$ cat src/rtl/axis_pkg.sv
// Shared AXI-Stream arbitration types: default data width, arbiter FSM states
// and the round-robin pointer wrap helper.
package axis_pkg;

  localparam int AXIS_DATA_WIDTH = 32;

  typedef enum logic {
    IDLE = 1'b0,
    PKT  = 1'b1
  } arb_state_e;

  function automatic int rr_next(input int idx, input int n);
    return (idx + 1 >= n) ? 0 : idx + 1;
  endfunction

endpackage

$ cat src/rtl/rr_pick.sv
// Combinational round-robin priority search: first set req after last_grant, wrapping.
// Zero latency, no state; reusable by any arbiter that keeps its own last_grant.
module rr_pick
  import axis_pkg::*;
#(
  parameter int N_PORTS = 4,
  parameter int IDW     = $clog2(N_PORTS)
) (
  input  logic [N_PORTS-1:0] req,
  input  logic [IDW-1:0]     last_grant,
  output logic [IDW-1:0]     sel,
  output logic               any
);

  always_comb begin
    int idx;
    sel = '0;
    any = 1'b0;
    idx = rr_next(int'(last_grant), N_PORTS);
    // last_grant itself is visited last, so it only wins when nobody else asks
    for (int k = 0; k < N_PORTS; k++) begin
      if (!any && req[IDW'(idx)]) begin
        sel = IDW'(idx);
        any = 1'b1;
      end
      idx = rr_next(idx, N_PORTS);
    end
  end

endmodule

$ cat src/rtl/axis_rr_mux.sv
// Packet-level round-robin mux of N_PORTS AXI-Stream inputs onto one output.
// Grant visible 1 cycle after tvalid, data path combinational; m_axis_tready stalls only the granted port.
module axis_rr_mux
  import axis_pkg::*;
#(
  parameter  int N_PORTS    = 4,
  parameter  int DATA_WIDTH = AXIS_DATA_WIDTH,
  localparam int IDW        = $clog2(N_PORTS)
) (
  input  logic                          axis_clk,
  input  logic                          axis_reset,
  input  logic [N_PORTS*DATA_WIDTH-1:0] s_axis_tdata,
  input  logic [N_PORTS-1:0]            s_axis_tvalid,
  input  logic [N_PORTS-1:0]            s_axis_tlast,
  output logic [N_PORTS-1:0]            s_axis_tready,
  output logic [DATA_WIDTH-1:0]         m_axis_tdata,
  output logic                          m_axis_tvalid,
  output logic                          m_axis_tlast,
  input  logic                          m_axis_tready,
  output logic                          grant_valid,
  output logic [IDW-1:0]                grant_id
);

  arb_state_e            state_q, state_d;
  logic                  grant_valid_q, grant_valid_d;
  logic [IDW-1:0]        grant_id_q, grant_id_d;
  logic [IDW-1:0]        last_grant_q, last_grant_d;
  logic [IDW-1:0]        pick_sel;
  logic                  pick_any;
  logic [DATA_WIDTH-1:0] port_dat [N_PORTS];

  for (genvar i = 0; i < N_PORTS; i++) begin : g_port
    assign port_dat[i] = s_axis_tdata[i*DATA_WIDTH +: DATA_WIDTH];
  end

  rr_pick #(
    .N_PORTS (N_PORTS),
    .IDW     (IDW)
  ) u_pick (
    .req        (s_axis_tvalid),
    .last_grant (last_grant_q),
    .sel        (pick_sel),
    .any        (pick_any)
  );

  always_comb begin
    state_d       = state_q;
    grant_valid_d = grant_valid_q;
    grant_id_d    = grant_id_q;
    last_grant_d  = last_grant_q;
    m_axis_tdata  = '0;
    m_axis_tvalid = 1'b0;
    m_axis_tlast  = 1'b0;
    s_axis_tready = '0;
    case (state_q)
      IDLE: begin
        // Arbitrate only; no beat moves in this cycle, which gives the inter-packet bubble
        if (pick_any) begin
          grant_id_d    = pick_sel;
          grant_valid_d = 1'b1;
          state_d       = PKT;
        end
      end
      PKT: begin
        m_axis_tdata              = port_dat[grant_id_q];
        m_axis_tvalid             = s_axis_tvalid[grant_id_q];
        m_axis_tlast              = s_axis_tlast[grant_id_q];
        s_axis_tready[grant_id_q] = m_axis_tready;
        if (s_axis_tvalid[grant_id_q] && m_axis_tready && s_axis_tlast[grant_id_q]) begin
          last_grant_d  = grant_id_q;
          grant_valid_d = 1'b0;
          state_d       = IDLE;
        end
      end
      default: state_d = IDLE;
    endcase
  end

  always_ff @(posedge axis_clk or posedge axis_reset) begin
    if (axis_reset) begin
      state_q       <= IDLE;
      grant_valid_q <= 1'b0;
      grant_id_q    <= '0;
      last_grant_q  <= IDW'(N_PORTS - 1);
    end else begin
      state_q       <= state_d;
      grant_valid_q <= grant_valid_d;
      grant_id_q    <= grant_id_d;
      last_grant_q  <= last_grant_d;
    end
  end

  assign grant_valid = grant_valid_q;
  assign grant_id    = grant_id_q;

endmodule

$ cat config.mk
export PLATFORM = sky130hd
export DESIGN_NAME = axis_rr_mux
export DESIGN_NICKNAME = d
export VERILOG_FILES = /design/src/rtl/axis_pkg.sv /design/src/rtl/rr_pick.sv /design/src/rtl/axis_rr_mux.sv
export SDC_FILE = /design/constraint.sdc
export NUM_CORES = 1
export LEC_CHECK = 0
export ABC_AREA = 1
export BUFFER_PORTS_ARGS = -buffer_cell sky130_fd_sc_hd__buf_4
export CORE_ASPECT_RATIO = 0.8
export CORE_MARGIN = 2
export CORE_UTILIZATION = 38
export DETAILED_ROUTE_END_ITERATION = 10
export GPL_ROUTABILITY_DRIVEN = 0
export PLACE_DENSITY = 0.79
export SYNTH_ARGS = -nofsm -noshare
export SYNTH_HDL_FRONTEND = slang
export SYNTH_HIERARCHICAL = 1
export SYNTH_SLANG_ARGS = --single-unit
$ cat constraint.sdc
create_clock -name axis_clk -period 1.8 [get_ports axis_clk]
set_input_delay 0.09 -clock axis_clk [delete_from_list [all_inputs] [get_ports axis_clk]]
set_output_delay 0.09 -clock axis_clk [all_outputs]
set_load 0.02 [all_outputs]
Yosys cells after proc, flatten, opt, wreduce, memory -nomap -nowiden

Index checks and enable logic that the tools add are counted.

Input bits: 139
Bits in registers: 6

Add/subtract/negate cells: 4
Reductions and logical operators: 12
Magnitude comparators: 11
Equality and inequality tests: 2
Muxes and demuxes: 43
Bitwise operators: 3

Operators by type and width:

| cell                  | number |
|---|---|
| $mux 32               | 6 |
| $add 32x2->32 const B | 3 |
| $ge 32x4->1 const B   | 3 |
| $bmux 32 s2           | 1 |
| $mux 1                | 21 |
| $lt 2x4->1 const B    | 4 |
| $bmux 1 s2            | 6 |
| $mux 2                | 5 |
| $ge 3x3->1 const B    | 2 |
| $logic_and 1x1->1     | 6 |
| $reduce_and 2->1      | 3 |
| $and 4x4->4           | 1 |
| $mux 4                | 1 |
| $pmux 1 s2            | 2 |
| $add 2x1->3 const B   | 1 |
| $logic_not 1->1       | 3 |
| $lt 2x3->1 const B    | 1 |
| $not 2->3             | 1 |
| $demux 1 s2           | 1 |
| $ge 2x1->1 const B    | 1 |
| $ne 2x1->1 const B    | 1 |
| $ne 2x2->1 const B    | 1 |
| $not 1->1             | 1 |

Depth between registers and ports, before layout

Gate-level depths: netlist (run 1).

Depth after elaboration: 19
Depth in mapped cells: 12

Cells and area by module

The synthesis (run 1) kept the hierarchy.

By module, submodules not included:

| module      | area an instance (um^2) | times used | cells each |
|---|---|---|---|
| axis_rr_mux | 2078.2                  | 1          | 248 |
| rr_pick     | 357.8                   | 1          | 62 |

Least setup slack after synthesis (run 1)

OpenSTA, ideal clock, no wires.

Path type: register -> register
Start point: register last_grant_q[0]
End point: register state_q
Data required time: 1.687 ns
Stages on the path, launching flop included: 11
Setup time: 0.113 ns
Arrival: 1.846 ns
Slack: -0.159 ns
Path buffers: 0
Path through: dfstp_2 > inv_2 > ha_1 > inv_1 > nand3_2 > nand2_2 > nor2_4 > nand4_1 > or2_2 > nand2_1 > inv_1

Longest elaborated chain between the ends: 19
Elaborated cells on any way between the ends: 36

Ends and longest elaborated chain:

| item                                                            | RTL line                      | text |
|---|---|---|
| start, declared                                                 | axis_rr_mux.sv:27             | `logic [IDW-1:0] last_grant_q, last_grant_d;` |
| start signal, assigned                                          | axis_rr_mux.sv:84             | `last_grant_q <= IDW'(N_PORTS - 1);` |
| start signal, assigned                                          | axis_rr_mux.sv:89             | `last_grant_q <= last_grant_d;` |
| $add 2x1->3 *                                                   | axis_pkg.sv:13                | `return (idx + 1 >= n) ? 0 : idx + 1;` |
| $ge 3x3->1                                                      | axis_pkg.sv:13                |  |
| $mux 32 *                                                       | axis_pkg.sv:13                |  |
| $add 32x2->32                                                   | axis_pkg.sv:13                |  |
| $ge 32x4->1                                                     | axis_pkg.sv:13                |  |
| $mux 32                                                         | axis_pkg.sv:13                |  |
| $add 32x2->32 or $bmux 1 s2 (tied branches)                     | axis_pkg.sv:13, rr_pick.sv:22 |  |
| $ge 32x4->1 or $mux 1 (tied branches)                           | axis_pkg.sv:13, rr_pick.sv:22 |  |
| (+5 left out)                                                   | --                            |  |
| $mux 1 (implied by the code)                                    | rr_pick.sv:22                 | `if (!any && req[IDW'(idx)]) begin` |
| $mux 1 (implied by the code) or $logic_not 1->1 (tied branches) | rr_pick.sv:22                 |  |
| $logic_and 1x1->1                                               | rr_pick.sv:22                 |  |
| $mux 1 *                                                        | rr_pick.sv:22                 |  |
| via pick_any                                                    | axis_rr_mux.sv:29             | `logic pick_any;` |
| $mux 1 *                                                        | axis_rr_mux.sv:58             | `if (pick_any) begin` |
| $pmux 1 s2 *                                                    | axis_rr_mux.sv:55             | `case (state_q)` |
| via state_d                                                     | axis_rr_mux.sv:24             | `arb_state_e state_q, state_d;` |
| end signal, assigned                                            | axis_rr_mux.sv:86             | `state_q <= state_d;` |
| end, declared                                                   | axis_rr_mux.sv:24             |  |

Mark *: on every way through the listed nets, which the timed path passes. The rest lies on a longest branch. The select of a mux whose other input is x is not followed.
A chain may end at the register's enable or synchronous reset.

Final worst setup path (run 1)

Ends and elaborated chain as after synthesis.

==> results of run 1 <==
[worst register-to-register path: stages (launching register included)]
cell	delay, ps
dfstp_2	560
inv_4	70
ha_4	160
o21bai_4	170
nand2_2	90
nand2_2	80
nor2_4	110
nand4_1	160
or2_4	300
nand2_2	60
inv_2	30
[per-layer routing]
layer,track usage (%),up-vias,share of wire (%),routed length [um]
met5,0,-,0,0
met4,5.39,0,1.5,131
li1,-,1499,-,-
met1,23.8,1437,38,3270
met3,4.55,14,8.4,716
met2,40.3,142,52,4390
[cell type report]
type / count / area [um^2] / share of cell area (%)
sequential: 6 / 155 / 3.89
tap: 84 / 105 / 2.64
clock buffer: 4 / 45.0 / 1.13
timing repair buffer: 207 / 1630 / 40.9
inverter: 17 / 78.8 / 1.98
multi-input combinational: 254 / 1970 / 49.5
[repair_timing]
action,4_1_cts,5_1_grt
endpoints found under the hold margin,4,0
pin swaps,2,20
gates resized for setup,4,14
setup buffers,4,5
setup endpoints to repair,4,12
hold buffers,1,0
[through the flow]
step / setup TNS (ps) / setup slack, ps
5_1_grt: -506 / -153
4_1_cts: -24.7 / -24.7
2_1_floorplan: -8.55 / -8.55
3_3_place_gp: 0 / 0.505
6_report: -97.4 / -80.4
3_5_place_dp: -215 / -76.3
[sequential cells by signal, indices dropped and copies added, names as in the netlist]
register and cells:
grant_id 2, last_grant_q 2, grant_valid 1, state_q 1
[placed cells by master, fill, tap and decap left out, types with 6 or more instances in the layout]
cell,Yosys,final
a41oi_2,27,27
buf_4,2,198
inv_1,13,10
nand2_1,44,42
nand2_2,7,8
nand3_1,86,85
nand3_2,50,49
nand4_1,6,6
nor2_1,8,8
[report_power, final]
| group | leakage [nW] | switching, mW | internal, mW |
|---|---|---|---|
| Sequential | 0.0618 | 0.0865 | 0.221 |
| Clock | 0.0228 | 0.0613 | 0.153 |
| Combinational | 1.66 | 3.61 | 2.72 |
| Total | 1.75 | 3.76 | 3.09 |
[cell families after synthesis]
kind of cell | synth area share, %
adders and majority gates | 3.60
DFF | 6.27
AOI/OAI and AO/OA | 21.5
and+or+nand+nor | 52.0
buffers and inverters | 16.6
[worst max path at each step]
stage / endpoint / start / slack (ps) / depth (start not counted)
finish: state_q / last_grant_q[0] / -80 / 10
CTS: state_q / last_grant_q[0] / -20 / 10
global route: grant_id[0] / last_grant_q[0] / -150 / 11
detailed placement: state_q / last_grant_q[0] / -80 / 10
floorplan: state_q / last_grant_q[0] / -9 / 10
global placement: state_q / last_grant_q[0] / 0.5 / 10
==> results.sh, run 1 <==
export IMPL_status="finished with violations"
export IMPL_violations="setup timing"
export IMPL_die_x_um=93.5
export IMPL_area_delta_synth_final_pct=63.7
export IMPL_nNetsFinal=635
export IMPL_cts_path_max_buffers=2
export IMPL_r2r_slack_ps=-80
export IMPL_hold_class="input port to asynchronous set/reset pin"
export IMPL_fillers=535
export IMPL_slew_headroom_pct=75.4
export IMPL_crit_buf_inv=2
export IMPL_rsz0062_at_grt="true"
export IMPL_fmax_mhz=532
export IMPL_finalSetupViolCount=2
export IMPL_cp_slowest_cell="dfstp_2"
export IMPL_syn_inst=310
export IMPL_yosysWarnings=6
export IMPL_cts_buffers=3
export IMPL_power_per_cell_area_nw_per_um2=1720
export IMPL_cp_required_ps=1920
export IMPL_synth_flop_cell="dfrtp_1"
export IMPL_ff2ff_path_depth=10
export IMPL_grt_use_total_pct=20.9
export IMPL_dieArea_um2=7070
export IMPL_maxSlewViolCount=0
export IMPL_drive_gt1_share_pct=65.2
export IMPL_final_area_um2=3990
export IMPL_grt_max_degree=45
export IMPL_async_reset_ff_share_pct=100
export IMPL_ant_nets=0
export IMPL_peakVddDrop_mv=1.10
export IMPL_routed_wl_mm=8.50
export IMPL_cpMostUsedCell="nand2_2"
export IMPL_overflow=0
export IMPL_finalWorstSetupSlack_ps=-80.4
export IMPL_critical_path_top_delay_family="simple AND/OR/NAND/NOR gates"
export IMPL_root_buffer="clkbuf_8"
export IMPL_period_needed_ps=1880
export IMPL_p_total_mw=6.85
export IMPL_ioPinCount=180
export IMPL_synth_net_count=456
export IMPL_worst_slew_pin_slew_ps=369
export IMPL_setup_worst_path_end_class="register"
export IMPL_final_util_pct=63.5
export IMPL_antenna_cells=0
export IMPL_max_stage_delay_ps=560
export IMPL_r2r_end="state_q"
export IMPL_holdWs_ps=345
export IMPL_yosys_top_cells_count="nand3_1 (86), nand3_2 (50), nand2_1 (44)"
export IMPL_maxCapViolations=0
export IMPL_synth_largest_area_cell="nand3_2"
export IMPL_initial_utilization_pct=38.8
export IMPL_clk_pin_slew_worst_paths_ps=40
export IMPL_dr_pass1_iters=4
export IMPL_synth_edf_count=0
export IMPL_synth_top_area_share_pct=20.5
export IMPL_detail_route_iter0_violations=114
export IMPL_start_kind="register"
export IMPL_fin_crit_sh_pct=104
export IMPL_path_max_fanout=5
export IMPL_leakagePower_nw=1.75
export IMPL_dpl_cell_count=559
export IMPL_cts_sinks=6
export IMPL_dp_hpwl_mm=6.39
export IMPL_synth_cell_types=29
export IMPL_crit_chain="inv_4, ha_4, o21bai_4, nand2_2, nand2_2, nor2_4, nand4_1, or2_4, nand2_2, inv_2"
export IMPL_clock_skew_ps=2.36
export IMPL_path_class="register to register"
export IMPL_drc=0
export IMPL_ys_seq_area_share_pct=6.27
export IMPL_cts_tree="built"
export IMPL_row_count=26
export IMPL_grt_pass1_vias=2797
export IMPL_vias_per_cell=5.41
export IMPL_ys_ff_latch=6
export IMPL_netlist_area_um2=2440
export IMPL_rr_startpoint="last_grant_q[0]"
export IMPL_finalNonFillerCells=572
export IMPL_htreeDepth=1
export IMPL_vias=3092
export IMPL_worstSkewPairLatency_ps=220
export IMPL_core_area_um2=6280
export IMPL_hold_viol=0
export IMPL_grt_pass1_wl_mm=12.2
export IMPL_die_h_um=75.6
export IMPL_antenna_found_initial=0
export IMPL_avgSynthCellArea_um2=7.86
export IMPL_numPortBuffers=179
export IMPL_yosys_top_cells_area="nand3_2 (21%), a41oi_2 (18%), nand3_1 (18%)"
export IMPL_synth_most_common_cell="nand3_1"
export IMPL_crit_arrival_ps=2000
export IMPL_routedWlPerCell_um=14.9
export IMPL_place_area_um2=3790
No activity file was read; power rests on OpenSTA's default activity.
==> run 2: changes to the inputs <==
- TNS_END_PERCENT: not set -> 5
==> results.sh, run 2 (synthesized netlist as in run 1, its figures left out) <==
export IMPL_fmax_mhz=536
export IMPL_holdWs_ps=345
export IMPL_grt_use_total_pct=20.9
export IMPL_start_kind="register"
export IMPL_overflow=0
export IMPL_cts_buffers=3
export IMPL_status="finished with violations"
export IMPL_numPortBuffers=179
export IMPL_crit_arrival_ps=1990
export IMPL_nNetsFinal=632
export IMPL_wl_met1_mm=3.22
export IMPL_hold_viol=0
export IMPL_finalSetupViolCount=2
export IMPL_die_x_um=93.5
export IMPL_dpl_cell_count=559
export IMPL_root_buffer="clkbuf_8"
export IMPL_maxCapViolations=0
export IMPL_cp_required_ps=1920
export IMPL_clk_pin_slew_worst_paths_ps=40
export IMPL_htreeDepth=1
export IMPL_maxSlewViolCount=0
export IMPL_path_max_fanout=5
export IMPL_worstSkewPairLatency_ps=220
export IMPL_grt_pass1_wl_mm=12.2
export IMPL_pre_cts_slack_ps=-76.3
export IMPL_setup_worst_path_end_class="register"
export IMPL_routedWlPerCell_um=14.6
export IMPL_grt_pass1_vias=2798
export IMPL_finalWorstSetupSlack_ps=-65.6
export IMPL_vias=3064
export IMPL_drc=0
export IMPL_final_cell_mix="buf_4 (196), nand3_1 (86), nand3_2 (50)"
export IMPL_p_total_mw=6.64
export IMPL_cts_tree="built"
export IMPL_ioPinCount=180
export IMPL_fin_crit_sh_pct=104
export IMPL_dieArea_um2=7070
export IMPL_drive_gt1_share_pct=64.7
export IMPL_area_delta_synth_final_pct=61.6
export IMPL_dr_pass1_iters=4
export IMPL_ant_nets=0
export IMPL_hold_class="input port to asynchronous set/reset pin"
export IMPL_die_h_um=75.6
export IMPL_grt_max_degree=45
export IMPL_routed_top_layer="met4"
export IMPL_violations="setup timing"
export IMPL_initial_utilization_pct=38.8
export IMPL_met2_length_mm=4.33
export IMPL_period_needed_ps=1870
export IMPL_antenna_found_initial=0
export IMPL_final_util_pct=62.7
export IMPL_rsz0062_at_grt="true"
export IMPL_antenna_cells=0
export IMPL_mostFrequentLayoutCell="buf_4"
export IMPL_finalNonFillerCells=569
export IMPL_cts_sinks=6
export IMPL_peakVddDrop_mv=1.10
export IMPL_dp_hpwl_mm=6.39
export IMPL_clock_skew_ps=2.17
export IMPL_core_area_um2=6280
export IMPL_wl_met3_um=679
export IMPL_worst_slew_pin_slew_ps=365
export IMPL_slew_headroom_pct=75.6
export IMPL_leakagePower_nw=1.72
export IMPL_routed_wl_mm=8.33
export IMPL_power_per_cell_area_nw_per_um2=1690
export IMPL_row_count=26
export IMPL_vias_per_cell=5.38
export IMPL_detail_route_iter0_violations=130
export IMPL_cts_path_max_buffers=2
export IMPL_path_class="register to register"
## run 2: changes by cell type in the layout (fill, tap and decap cells not counted)
cell     delta
buf_4       -2
buf_6       -1
nand2_2     +1
nand2_4     -1
nand3_1     +1
nand3_2     +1
nand3_4     -2
## run 2: cell type report
cell class | instances | area (um^2)
Clock buffer | 4 | 45.0
Fill cell | 537 | 2340
Inverter | 17 | 78.8
Multi-Input combinational cell | 254 | 1950
Sequential cell | 6 | 155
Tap cell | 84 | 105
Timing Repair Buffer | 204 | 1600
## run 2: worst paths after layout
kind | startpoint | to | slack, ps | depth (start not counted)
max reg2reg | last_grant_q[0] | state_q | -70 | 10
min | axis_reset | state_q | 340 | 3
max in group asynchronous | axis_reset | last_grant_q[1] | 1200 | 3
min reg2reg | grant_valid | grant_valid | 570 | 4
min in group axis_clk | s_axis_tlast[0] | last_grant_q[0] | 380 | 7
max | last_grant_q[0] | state_q | -70 | 10
## run 2: per-stage QoR
stage          instance area [um^2]  TNS, ps
2_1_floorplan                  2470    -8.55
3_3_place_gp                   3790        0
3_5_place_dp                   3790     -215
4_1_cts                        3870    -27.8
5_1_grt                        3940     -485
6_report                       3940    -71.2
## run 2: timing repair
item | 4_1_cts | 5_1_grt
pin swaps | 2 | 16
endpoints found under the setup margin | 4 | 12
resized for setup | 4 | 9
hold buffers | 1 | 0
endpoints found under the hold margin | 4 | 0
setup buffers | 2 | 3
## run 2: routing by layer
metal / track usage, % / up-vias
li1: - / 1491
met1: 23.5 / 1431
met2: 40.4 / 132
met3: 4.65 / 10
met4: 5.39 / 0
met5: 0 / -
## run 2: worst max-delay path, stage by stage, from the launching register on
cell and delay, ps:
dfstp_2 560, inv_4 70, ha_4 160, o21bai_4 160, nand2_2 90, nand2_2 70
nor2_4 100, nand4_1 150, or2_4 300, nand2_2 60, inv_2 30
## run 2: report_power, final
| part | internal (mW) | switching, mW |
|---|---|---|
| Sequential | 0.221 | 0.0874 |
| Combinational | 2.60 | 3.52 |
| Clock | 0.153 | 0.0616 |
==> run 3: changes to the inputs <==
- CORE_UTILIZATION: 38 -> 45
- PLACE_DENSITY: 0.79 -> 0.88
- clock period: 1.8 -> 2.3 ns (I/O delays scaled with it)
==> results.sh, run 3 (synthesized netlist as in run 1, its figures left out) <==
export IMPL_maxCapViolations=0
export IMPL_dp_hpwl_mm=6.39
export IMPL_area_delta_synth_final_pct=50.5
export IMPL_antenna_found_initial=0
export IMPL_finalSetupTns_ps=0
export IMPL_cts_buffers=3
export IMPL_power_per_cell_area_nw_per_um2=1290
export IMPL_row_count=23
export IMPL_rsz0062_at_grt="false"
export IMPL_root_buffer="clkbuf_8"
export IMPL_comb_power_share_pct=91.8
export IMPL_fmax_mhz=487
export IMPL_p_switching_mw=2.75
export IMPL_grt_pass1_vias=2974
export IMPL_cts_sinks=6
export IMPL_postCtsSetupBuffers=0
export IMPL_routed_wl_mm=8.45
export IMPL_timing_critical_path_depth=10
export IMPL_cts_path_max_buffers=2
export IMPL_status="finished, final reports clean"
export IMPL_p_total_mw=4.72
export IMPL_cp_required_ps=2410
export IMPL_crit_arrival_ps=2170
export IMPL_final_cell_mix="buf_4 (188), nand3_1 (86), nand3_2 (50)"
export IMPL_ctsHoldBuffers=1
export IMPL_drc=0
export IMPL_vias_per_cell=5.71
export IMPL_crit_path_end="state_q"
export IMPL_antenna_cells=0
export IMPL_die_h_um=69.8
export IMPL_crit_buf_inv=3
export IMPL_ioPinCount=180
export IMPL_clk_pin_slew_worst_paths_ps=40
export IMPL_detail_route_iter0_violations=178
export IMPL_htreeDepth=1
export IMPL_worstSkewPairLatency_ps=220
export IMPL_critical_path_top_delay_family="simple AND/OR/NAND/NOR gates"
export IMPL_p_seq_share_pct=4.9
export IMPL_ff2ff_path_depth=10
export IMPL_rr_startpoint="last_grant_q[1]"
export IMPL_clock_skew_ps=0.655
export IMPL_nNetsFinal=618
export IMPL_path_class="register to register"
export IMPL_fillers=410
export IMPL_drive_gt1_share_pct=61.5
export IMPL_numPortBuffers=179
export IMPL_p_int_mw=1.97
export IMPL_overflow=0
export IMPL_max_stage_delay_ps=560
export IMPL_cpMostUsedCell="inv_1"
export IMPL_mostFrequentLayoutCell="buf_4"
export IMPL_fin_crit_sh_pct=89.4
export IMPL_grt_pass1_wl_mm=13.2
export IMPL_die_x_um=86.3
export IMPL_hold_viol=0
export IMPL_p_clk_share_pct=3.3
export IMPL_leakagePower_nw=1.63
export IMPL_postCtsResizedCells=0
export IMPL_initial_utilization_pct=47.6
export IMPL_r2r_end="state_q"
export IMPL_r2r_slack_ps=240
export IMPL_crit_chain="inv_1, ha_1, inv_1, nand3_2, nand2_2, nor2_4, nand4_1, or2_2, nand2_1, inv_1"
export IMPL_peakVddDrop_mv=0.776
export IMPL_holdWs_ps=384
export IMPL_hold_class="input port to asynchronous set/reset pin"
export IMPL_maxSlewViolCount=0
export IMPL_start_kind="register"
export IMPL_routedWlPerCell_um=15.9
export IMPL_worst_slew_pin_slew_ps=804
export IMPL_ant_nets=0
export IMPL_dr_pass1_iters=4
export IMPL_core_area_um2=5120
export IMPL_slew_headroom_pct=46.4
export IMPL_sw_frac_of_total_pct=58.2
export IMPL_path_max_fanout=5
export IMPL_cts_tree="built"
export IMPL_dieArea_um2=6020
export IMPL_critPathLaunch="last_grant_q[1]"
export IMPL_vias=3040
export IMPL_finalSetupViolCount=0
export IMPL_period_needed_ps=2060
export IMPL_setup_worst_path_end_class="register"
export IMPL_grt_max_degree=72
export IMPL_grt_use_total_pct=26.0
export IMPL_cp_slowest_cell="dfstp_2"
==> run 3: cell count changes in the layout (fill, tap and decap cells not counted), sizes merged <==
cell | before | now
clkbuf | 4 | 3
buf | 203 | 189
==> run 3: worst min-delay path by stage <==
stage	start	end	cells after the start
after CTS	axis_reset	grant_valid	3
after detailed placement	axis_reset	state_q	2
after floorplan	axis_reset	grant_id[0]	1
final	axis_reset	state_q	3
after global placement	axis_reset	state_q	2
after global routing	axis_reset	grant_valid	3
==> run 3: final cells by class <==
| cell class | instances | area, um^2 | share of cell area (%) |
|---|---|---|---|
| Multi-Input combinational cell | 254 | 1880 | 51.2 |
| Timing Repair Buffer | 190 | 1440 | 39.3 |
| Sequential cell | 6 | 155 | 4.23 |
| Tap cell | 62 | 77.6 | 2.12 |
| Inverter | 17 | 73.8 | 2.01 |
| Clock buffer | 3 | 41.3 | 1.13 |
==> run 3: per-layer routing <==
layer,vias to the layer above,track usage (%),share of wire (%)
met2,145,47.5,50
li1,1462,-,-
met3,24,3.10,7.3
met1,1409,31.3,40
met4,0,8.33,2.4
met5,-,0,0
==> run 3: worst reg2reg max path: stages (launching register included) <==
cell and delay (ps):
dfstp_2 560, inv_1 100, ha_1 340, inv_1 90
nand3_2 110, nand2_2 80, nor2_4 150, nand4_1 120
or2_2 290, nand2_1 60, inv_1 40
==> run 3: metrics by stage <==
stage	utilization, %	instances	setup slack [ps]	area (um^2)
CTS	71.6	532	253	3670
global route	71.6	532	118	3670
global placement	70.6	528	340	3620
floorplan	-	310	341	2440
detailed placement	70.6	528	273	3620
finish	71.6	532	245	3670
==> run 3: power by group through the flow <==
stage | clock, mW | sequential (mW) | combinational [mW]
after CTS | 0.159 | 0.234 | 4.33
after floorplan | 0 | 0.253 | 3.29
final | 0.156 | 0.233 | 4.33
after global placement | 0 | 0.227 | 4.23
after detailed placement | 0 | 0.234 | 4.31
after global routing | 0.164 | 0.243 | 4.65
